### config.mk
export PLATFORM = sky130hd
export DESIGN_NAME = wb_port_arbiter
export DESIGN_NICKNAME = d
export VERILOG_FILES = /design/src/rtl/wb_arb_pkg.sv /design/src/rtl/wb_pend_fifo.sv /design/src/rtl/wb_port_arbiter.sv
export SDC_FILE = /design/constraint.sdc
export NUM_CORES = 1
export LEC_CHECK = 0
export BUFFER_PORTS_ARGS = -buffer_cell sky130_fd_sc_hd__buf_2
export CAP_MARGIN = 10
export CORE_AREA = 2 2 99 92
export CTS_BUF_LIST = sky130_fd_sc_hd__clkbuf_8
export CTS_CLUSTER_DIAMETER = 150
export DETAILED_ROUTE_END_ITERATION = 16
export DIE_AREA = 0 0 101 94
export GPL_TIMING_DRIVEN = 0
export PLACE_DENSITY = 0.71
export SYNTH_ARGS = -nofsm -noshare
export SYNTH_HDL_FRONTEND = slang
export SYNTH_HIERARCHICAL = 1
export SYNTH_SLANG_ARGS = --single-unit
export TNS_END_PERCENT = 10
### constraint.sdc
create_clock -name clk -period 5.8 [get_ports clk]
set_input_delay 0.29 -clock clk [delete_from_list [all_inputs] [get_ports clk]]
set_output_delay 0.29 -clock clk [all_outputs]
set_load 0.01 [all_outputs]
### src/rtl/wb_arb_pkg.sv
// Shared types for the write-back port arbiter: default widths, grant encoding
// and the buffered register-write request.
package wb_arb_pkg;

  localparam int WB_DATA_W = 16;
  localparam int WB_REG_W  = 3;

  typedef enum logic [2:0] {
    GNT_NONE  = 3'd0,
    GNT_PIPE  = 3'd1,
    GNT_BUF   = 3'd2,
    GNT_FORCE = 3'd3,
    GNT_BYP   = 3'd4
  } grant_e;

  typedef struct packed {
    logic [WB_REG_W-1:0]  idx;
    logic [WB_DATA_W-1:0] data;
  } wb_req_t;

endpackage

### src/rtl/wb_pend_fifo.sv
// In-order buffer of late load returns waiting for the register-file port,
// with a combinational "destination already pending" lookup.
module wb_pend_fifo
  import wb_arb_pkg::*;
#(
  parameter int DEPTH = 2,
  localparam int PW = $clog2(DEPTH)
) (
  input  logic                clk,
  input  logic                rst_n,
  input  logic                push,
  input  wb_req_t             push_req,
  input  logic                pop,
  output logic [PW:0]         count,
  output wb_req_t             head,
  input  logic [WB_REG_W-1:0] chk_reg,
  output logic                match
);

  wb_req_t          mem_q [DEPTH];
  wb_req_t          mem_d [DEPTH];
  logic [DEPTH-1:0] valid_q, valid_d;
  logic [PW-1:0]    wr_ptr_q, wr_ptr_d;
  logic [PW-1:0]    rd_ptr_q, rd_ptr_d;
  logic [PW:0]      count_q, count_d;
  logic             do_push_s, do_pop_s;

  assign do_push_s = push && (count_q < (PW+1)'(DEPTH));
  assign do_pop_s  = pop && (count_q != (PW+1)'(0));
  assign count     = count_q;
  assign head      = mem_q[rd_ptr_q];

  // Next-state for storage, pointers and occupancy.
  always_comb begin
    mem_d    = mem_q;
    valid_d  = valid_q;
    wr_ptr_d = wr_ptr_q;
    rd_ptr_d = rd_ptr_q;
    count_d  = count_q;
    if (do_push_s) begin
      mem_d[wr_ptr_q]   = push_req;
      valid_d[wr_ptr_q] = 1'b1;
      wr_ptr_d          = wr_ptr_q + PW'(1);
    end else begin
      wr_ptr_d = wr_ptr_q;
    end
    if (do_pop_s) begin
      valid_d[rd_ptr_q] = 1'b0;
      rd_ptr_d          = rd_ptr_q + PW'(1);
    end else begin
      rd_ptr_d = rd_ptr_q;
    end
    case ({do_push_s, do_pop_s})
      2'b10:   count_d = count_q + (PW+1)'(1);
      2'b01:   count_d = count_q - (PW+1)'(1);
      default: count_d = count_q;
    endcase
  end

  // Any live entry targeting the queried register.
  always_comb begin
    match = 1'b0;
    for (int i = 0; i < DEPTH; i++) begin
      match = match | (valid_q[i] && (mem_q[i].idx == chk_reg));
    end
  end

  // State registers; reset drops all buffered contents.
  always_ff @(posedge clk or negedge rst_n) begin
    if (!rst_n) begin
      mem_q    <= '{default: '0};
      valid_q  <= '0;
      wr_ptr_q <= '0;
      rd_ptr_q <= '0;
      count_q  <= '0;
    end else begin
      mem_q    <= mem_d;
      valid_q  <= valid_d;
      wr_ptr_q <= wr_ptr_d;
      rd_ptr_q <= rd_ptr_d;
      count_q  <= count_d;
    end
  end

endmodule

### src/rtl/wb_port_arbiter.sv
// Shares the single register-file write port between the pipeline write-back
// and buffered load returns, stalling the pipeline only to stop starvation.
module wb_port_arbiter
  import wb_arb_pkg::*;
#(
  parameter int DATA_W     = WB_DATA_W,
  parameter int REG_W      = WB_REG_W,
  parameter int DEPTH      = 2,
  parameter int STARVE_MAX = 4
) (
  input  logic              clk,
  input  logic              rst_n,
  input  logic              pipe_wr_en,
  input  logic [REG_W-1:0]  pipe_wr_reg,
  input  logic [DATA_W-1:0] pipe_wr_data,
  output logic              pipe_stall,
  input  logic              ld_valid,
  output logic              ld_ready,
  input  logic [REG_W-1:0]  ld_reg,
  input  logic [DATA_W-1:0] ld_data,
  output logic              rf_wr_en,
  output logic [REG_W-1:0]  rf_wr_reg,
  output logic [DATA_W-1:0] rf_wr_data,
  input  logic [REG_W-1:0]  chk_reg,
  output logic              chk_pending
);

  localparam int CW = $clog2(DEPTH) + 1;
  localparam int SW = $clog2(STARVE_MAX + 1);

  grant_e            grant_s;
  logic [CW-1:0]     count_s;
  wb_req_t           head_s, ld_req_s;
  logic              match_s, buf_empty_s, ld_ready_s, push_s, pop_s;
  logic [SW-1:0]     starve_q, starve_d;
  logic              rf_wr_en_q, rf_wr_en_d;
  logic [REG_W-1:0]  rf_wr_reg_q, rf_wr_reg_d;
  logic [DATA_W-1:0] rf_wr_data_q, rf_wr_data_d;

  assign ld_req_s.idx  = ld_reg;
  assign ld_req_s.data = ld_data;
  assign buf_empty_s   = (count_s == CW'(0));
  // Full-buffer check only: a pop in the same cycle does not open a slot early.
  assign ld_ready_s    = rst_n && (count_s < CW'(DEPTH));
  assign push_s        = ld_valid && ld_ready_s && (grant_s != GNT_BYP);
  assign pop_s         = (grant_s == GNT_FORCE) || (grant_s == GNT_BUF);

  assign ld_ready    = ld_ready_s;
  assign pipe_stall  = rst_n && (grant_s == GNT_FORCE);
  assign chk_pending = rst_n && (match_s || (ld_valid && (ld_reg == chk_reg)));
  assign rf_wr_en    = rf_wr_en_q;
  assign rf_wr_reg   = rf_wr_reg_q;
  assign rf_wr_data  = rf_wr_data_q;

  wb_pend_fifo #(.DEPTH(DEPTH)) u_fifo (
    .clk      (clk),
    .rst_n    (rst_n),
    .push     (push_s),
    .push_req (ld_req_s),
    .pop      (pop_s),
    .count    (count_s),
    .head     (head_s),
    .chk_reg  (chk_reg),
    .match    (match_s)
  );

  // Fixed-priority grant selection.
  always_comb begin
    grant_s = GNT_NONE;
    if (!buf_empty_s && (starve_q == SW'(STARVE_MAX))) begin
      grant_s = GNT_FORCE;
    end else if (pipe_wr_en) begin
      grant_s = GNT_PIPE;
    end else if (!buf_empty_s) begin
      grant_s = GNT_BUF;
    end else if (ld_valid) begin
      grant_s = GNT_BYP;
    end else begin
      grant_s = GNT_NONE;
    end
  end

  // Write-port mux and starvation tracking.
  always_comb begin
    rf_wr_en_d   = 1'b0;
    rf_wr_reg_d  = rf_wr_reg_q;
    rf_wr_data_d = rf_wr_data_q;
    starve_d     = starve_q;
    case (grant_s)
      GNT_FORCE, GNT_BUF: begin
        rf_wr_en_d   = 1'b1;
        rf_wr_reg_d  = head_s.idx;
        rf_wr_data_d = head_s.data;
      end
      GNT_PIPE: begin
        rf_wr_en_d   = 1'b1;
        rf_wr_reg_d  = pipe_wr_reg;
        rf_wr_data_d = pipe_wr_data;
      end
      GNT_BYP: begin
        rf_wr_en_d   = 1'b1;
        rf_wr_reg_d  = ld_reg;
        rf_wr_data_d = ld_data;
      end
      default: begin
        rf_wr_en_d = 1'b0;
      end
    endcase
    // The counter only measures pipeline wins while loads are waiting.
    if (buf_empty_s) begin
      starve_d = '0;
    end else begin
      case (grant_s)
        GNT_PIPE: begin
          if (starve_q < SW'(STARVE_MAX)) begin
            starve_d = starve_q + SW'(1);
          end else begin
            starve_d = starve_q;
          end
        end
        GNT_BUF, GNT_FORCE: starve_d = '0;
        default:            starve_d = starve_q;
      endcase
    end
  end

  // Registered write port and starve counter.
  always_ff @(posedge clk or negedge rst_n) begin
    if (!rst_n) begin
      rf_wr_en_q   <= 1'b0;
      rf_wr_reg_q  <= '0;
      rf_wr_data_q <= '0;
      starve_q     <= '0;
    end else begin
      rf_wr_en_q   <= rf_wr_en_d;
      rf_wr_reg_q  <= rf_wr_reg_d;
      rf_wr_data_q <= rf_wr_data_d;
      starve_q     <= starve_d;
    end
  end

endmodule

# Word level (Yosys, flattened, before mapping)
# Cells that the tools add are included.
# word_totals
elab_cells	92
output_inout_bits	23
reg_bits	67
# classes
mux	23
addsub	5
reduce_logical	25
eq_ne	12
magnitude_cmp	9
n_bitwise	6
# ops
cell	n
$mux W19	4
$pmux W16 S3	1
$bwmux W38	1
$demux W19 S1	1
$mux W3	6
$logic_and A1 B1 Y1	14
$eq A3 B3 Y1	3
$pmux W3 S3	1
$eq A3 B2 Y1 const B	2
$eq A3 B3 Y1 const B	2
$ne A3 B3 Y1 const B	2
$pmux W3 S2	1
$reduce_bool A3 Y1	2
$ge A2 B2 Y1 const B	2
$lt A1 B2 Y1 const B	2
$mux W2	2
$not A1 Y2	2
$pmux W2 S2	1
$reduce_bool A2 Y1	2
$reduce_or A4 Y1	1
$add A3 B1 Y3 const B	1
$eq A3 B1 Y1 const B	1
$lt A3 B3 Y1 const B	1
$mux W1	3
18 further kinds	22

# Logic depth before layout (Yosys ltp)
# depth
word_depth	10
depth_mapped	8
ltp_nobuf	7

# Hierarchy
# Netlist, hierarchy kept.
# by_module_without_submodules
mod	cells_per_inst	area_per_inst_um2	instances
wb_pend_fifo	133	2006.9	1
wb_port_arbiter	140	1306.3	1

# Worst setup path before layout
# Ideal clock, no wire load.
# synth_timing
path_kind	register -> register
from	reg u_fifo.count_q[1], in the netlist u_fifo/count[1]
to	reg u_fifo/mem_q[10] in the netlist's numbering
slack_ns	3.975
stages_incl_launch_ff	7
period_less_slack_ns	1.825
t_arrival_ns	1.700
n_path_buf	1
path_cell_list	dfrtp_1 -> nor2_1 -> o211a_1 -> nor2b_4 -> nand2_4 -> buf_6 -> mux2_4
# synth_rtl
item	line_no	rtl
from (decl)	wb_pend_fifo.sv:25	logic [PW:0] count_q, count_d;
from (signal assigned)	wb_pend_fifo.sv:81	count_q <= count_d;
$lt A2 B2 Y1	wb_port_arbiter.sv:44	assign ld_ready_s = rst_n && (count_s < CW'(DEPTH));
$logic_and A1 B1 Y1	wb_port_arbiter.sv:44	
named net ld_ready	wb_port_arbiter.sv:18	output logic ld_ready,
$logic_and A1 B1 Y1 (2 in a row)	wb_port_arbiter.sv:45	assign push_s = ld_valid && ld_ready_s && (grant_s != GNT_BYP);
named net push_s	wb_port_arbiter.sv:34	logic match_s, buf_empty_s, ld_ready_s, push_s, pop_s;
$logic_and A1 B1 Y1	wb_pend_fifo.sv:28	assign do_push_s = push && (count_q < (PW+1)'(DEPTH));
to (signal assigned)	wb_pend_fifo.sv:77	mem_q <= mem_d;
to (decl)	wb_pend_fifo.sv:20	wb_req_t mem_q [DEPTH];
# The timed path passes the listed nets, and every way through them passes these cells.
# A chain may end at the register's enable or synchronous reset.

# Worst setup path in the final report
# layout_timing
from	in rst_n
to	reg u_fifo/mem_q[22] in the netlist's numbering
# layout_via
elab_chain_len	4
# layout_rtl
item	line_no	rtl
from (decl)	wb_port_arbiter.sv:12	input logic rst_n,
$logic_and A1 B1 Y1	wb_port_arbiter.sv:44	
$logic_and A1 B1 Y1 (2 in a row)	wb_port_arbiter.sv:45	
named net push_s	wb_port_arbiter.sv:34	
$logic_and A1 B1 Y1	wb_pend_fifo.sv:28	
# The timed path passes the listed nets, and every way through them passes these cells.

==> flow_summary.ini <==
[pwr]
leakage_power_total_nw = 1.83
total_power_mw = 1.99
power.density_nw_per_um2 = 498
irDropWorstVdd_mv = 0.167

[worst_setup_path]
cp.required_ps = 6020
worst_path_max_delay_cell = sky130_fd_sc_hd__buf_4
crit_path_cell_trace = buf_4 -> inv_1 -> nor2_1 -> o211a_1 -> inv_1 -> nor3_1 -> buf_4 -> mux2_2
critical_path_buf_inv_count = 4
worst-endpoint-arrival_ps = 2440
critical-path-max-stage-delay_ps = 640
start_kind = primary input
path_delay_family = buffers and inverters
critPathKind = primary input to flip-flop
critical_path.max_fanout = 68
crit_path_end_kind = flip-flop

[logic_synthesis]
seq_area_frac_synth_pct = 50.6
netlist_instances = 273
synth.cell_area_um2 = 3310
yosys.area.top_type_share_pct = 50.6
yosys.area.top_type = sky130_fd_sc_hd__dfrtp_1
postSynth.topFlopCell = sky130_fd_sc_hd__dfrtp_1
synth_seq_cells = 67
yosys-top-cells-area = sky130_fd_sc_hd__dfrtp_1 51%, sky130_fd_sc_hd__mux2_2 16%, sky130_fd_sc_hd__a32oi_1 5.0%
postSynthNetCount = 320
ys_types = 37
edff_count_synth = 0
asyncSetResetFlopFracSynth_pct = 100
ys_warnings = 6
syn-mean-instance-area_um2 = 12.1

[die]
fp-row-count = 32
floorplan.die.height_um = 94
i_o_pin_cnt = 68
core_area_um2 = 8410
die-area_um2 = 9490
effective_utilization_at_floorplan_pct = 39.4
die_w_um = 101

[placement]
dpl.cell_count = 442
dpl.hpwl_um = 5520
placed_cell_area_um2 = 3780
buffer_ports.inserted = 67
preCtsSetupSlack_ps = 3180
finalWeightedCongestion = 0.810

[timing]
post-route-worst-setup-slack_ps = 3580
achievable-frequency_mhz = 451
fin_crit_sh_pct = 38.2
timing.max_slew.rel_slack_pct = 42.1
fin_tns_setup_ps = 0
final_max_slew_viol_count = 0
finalWorstPathRequiredPeriod_ps = 2220
tightestPinTransition_ps = 869
grt_setup_unrepaired = no
finalHoldViolations = 0
setup_violations = 0
finClkSkew_ps = 10.1

[route]
first_iter_violations = 135
first_pass_iters = 4
routed_via_density = 5.39
vias = 2469
drc = 0
drt_wl_total_um = 8130
routedWlPerCell_um = 17.8
ant_nets = 0

[final_layout]
final_net_count = 398
registers.top_by_ff_count = u_fifo/mem_q
max_reg_flops = 38
postLayoutCellArea_um2 = 3990
post_route_cells_drive_above_1_share_pct = 42.4
n_antenna_cell = 0
finish.cell_count_without_fillers = 458
area_growth_pct = 20.4

[min_path]
hold_path.class = primary input to asynchronous set/reset pin

[cts]
cts_root_buf = sky130_fd_sc_hd__clkbuf_8
cts_setup_buffers = 0
cts_num_sinks = 67
cts_tree = done
ctsHoldBuffers = 0
cts_resized = 0
h_tree_depth = 3
cts_buffer_depth = 2
cts_inserted_buffers = 9
clkLatencyLatePin_ps = 340
clk_pin_slew_ps = 70

[global_route]
antenna_found_initial = 0
grt_start_max_net_pins = 69
gr-total-overflow = 0
grt_pass1_vias = 2614
global_route_wire_length_before_repair_um = 13200
gr-usage-all-layers_pct = 18.4

[run]
max_cap_viol_count = 0

[outcome]
run_status = finished, final reports clean
==> cells in the final DEF, fill, tap and decap left out, types with 3 or more instances in the layout <==
| cell type | instances |
|---|---|
| sky130_fd_sc_hd__a31oi_1 | 19 |
| sky130_fd_sc_hd__clkbuf_1 | 10 |
| sky130_fd_sc_hd__dfrtp_1 | 67 |
| sky130_fd_sc_hd__inv_1 | 8 |
| sky130_fd_sc_hd__nand2b_1 | 4 |
| sky130_fd_sc_hd__mux2_2 | 46 |
| sky130_fd_sc_hd__buf_6 | 3 |
| sky130_fd_sc_hd__buf_2 | 68 |
| sky130_fd_sc_hd__nand3_1 | 19 |
| sky130_fd_sc_hd__a21oi_1 | 4 |
| sky130_fd_sc_hd__buf_4 | 4 |
| sky130_fd_sc_hd__xnor2_1 | 10 |
| sky130_fd_sc_hd__clkbuf_8 | 9 |
| sky130_fd_sc_hd__o21ai_0 | 3 |
| sky130_fd_sc_hd__a32oi_1 | 19 |
| sky130_fd_sc_hd__mux2_4 | 10 |
| sky130_fd_sc_hd__nor2_1 | 23 |
==> layout make-up <==
| type | instances | area, µm² |
|---|---|---|
| well taps | 102 | 128 |
| flip-flops and latches | 67 | 1680 |
| multi-input cells | 182 | 1510 |
| fillers | 796 | 4420 |
| repair buffers | 67 | 338 |
| clock inverters | 7 | 85.1 |
| inverters | 6 | 22.5 |
| clock buffers | 9 | 124 |
| plain buffers | 18 | 104 |
==> synthesized netlist by cell type (2+ instances only) <==
cell,number
sky130_fd_sc_hd__mux2_2,46
sky130_fd_sc_hd__nand2_1,2
sky130_fd_sc_hd__xor2_1,2
sky130_fd_sc_hd__o21ai_0,3
sky130_fd_sc_hd__a32oi_1,19
sky130_fd_sc_hd__nand3_1,19
sky130_fd_sc_hd__nor2_1,23
sky130_fd_sc_hd__clkbuf_1,10
sky130_fd_sc_hd__ha_1,2
sky130_fd_sc_hd__inv_1,6
sky130_fd_sc_hd__xnor2_1,10
sky130_fd_sc_hd__buf_4,3
sky130_fd_sc_hd__mux2_4,10
sky130_fd_sc_hd__buf_2,2
sky130_fd_sc_hd__dfrtp_1,67
sky130_fd_sc_hd__a31oi_1,19
sky130_fd_sc_hd__a21oi_1,4
sky130_fd_sc_hd__buf_6,3
sky130_fd_sc_hd__nand2b_1,4
sky130_fd_sc_hd__nand4_1,2
==> worst paths after layout <==
path	from	endpoint	slack [ps]	cells after the start
setup / recovery	rst_n	u_fifo/mem_q[22]$_DFFE_PN0P_	3580	8
hold / removal	rst_n	u_fifo/mem_q[17]$_DFFE_PN0P_	50	1
setup reg to reg	u_fifo/count[1]$_DFFE_PN0P_	u_fifo/count[0]$_DFFE_PN0P_	3670	6
hold reg to reg	u_fifo/mem_q[19]$_DFFE_PN0P_	u_fifo/mem_q[19]$_DFFE_PN0P_	490	1
max in group asynchronous	rst_n	u_fifo/mem_q[28]$_DFFE_PN0P_	5170	1
min in group clk	ld_data[12]	u_fifo/mem_q[12]$_DFFE_PN0P_	210	2
==> layer usage <==
metal / track usage, % / wire length (µm)
met3: 4.32 / 311
met5: 0 / 0
met2: 28.4 / 3800
met1: 24.6 / 3880
met4: 8.11 / 146
==> logic make-up (layout without fill, tap and decap cells) <==
family / Yosys count / count (layout) / share of synthesized area (%)
buf+inv: 24 / 107 / 3.81
xor+xnor: 12 / 12 / 3.17
compound gates: 52 / 52 / 11.6
fa+ha+maj: 2 / 2 / 0.755
simple gates: 59 / 59 / 9.59
mux: 57 / 57 / 20.5
flops: 67 / 67 / 50.6
==> report_power, final <==
group	internal [mW]	switching (mW)	total [mW]
Clock	0.237	0.176	0.414
Sequential	0.687	0.148	0.835
Combinational	0.405	0.332	0.737
Total	1.33	0.656	1.99
==> stage by stage <==
stage	util (%)	hold slack (ps)
2_1_floorplan	-	-5.59
3_3_place_gp	44.9	464
3_5_place_dp	44.9	464
4_1_cts	47.4	91.1
5_1_grt	47.4	130
6_report	47.4	53.9
Power figures use the tool's default switching activity.
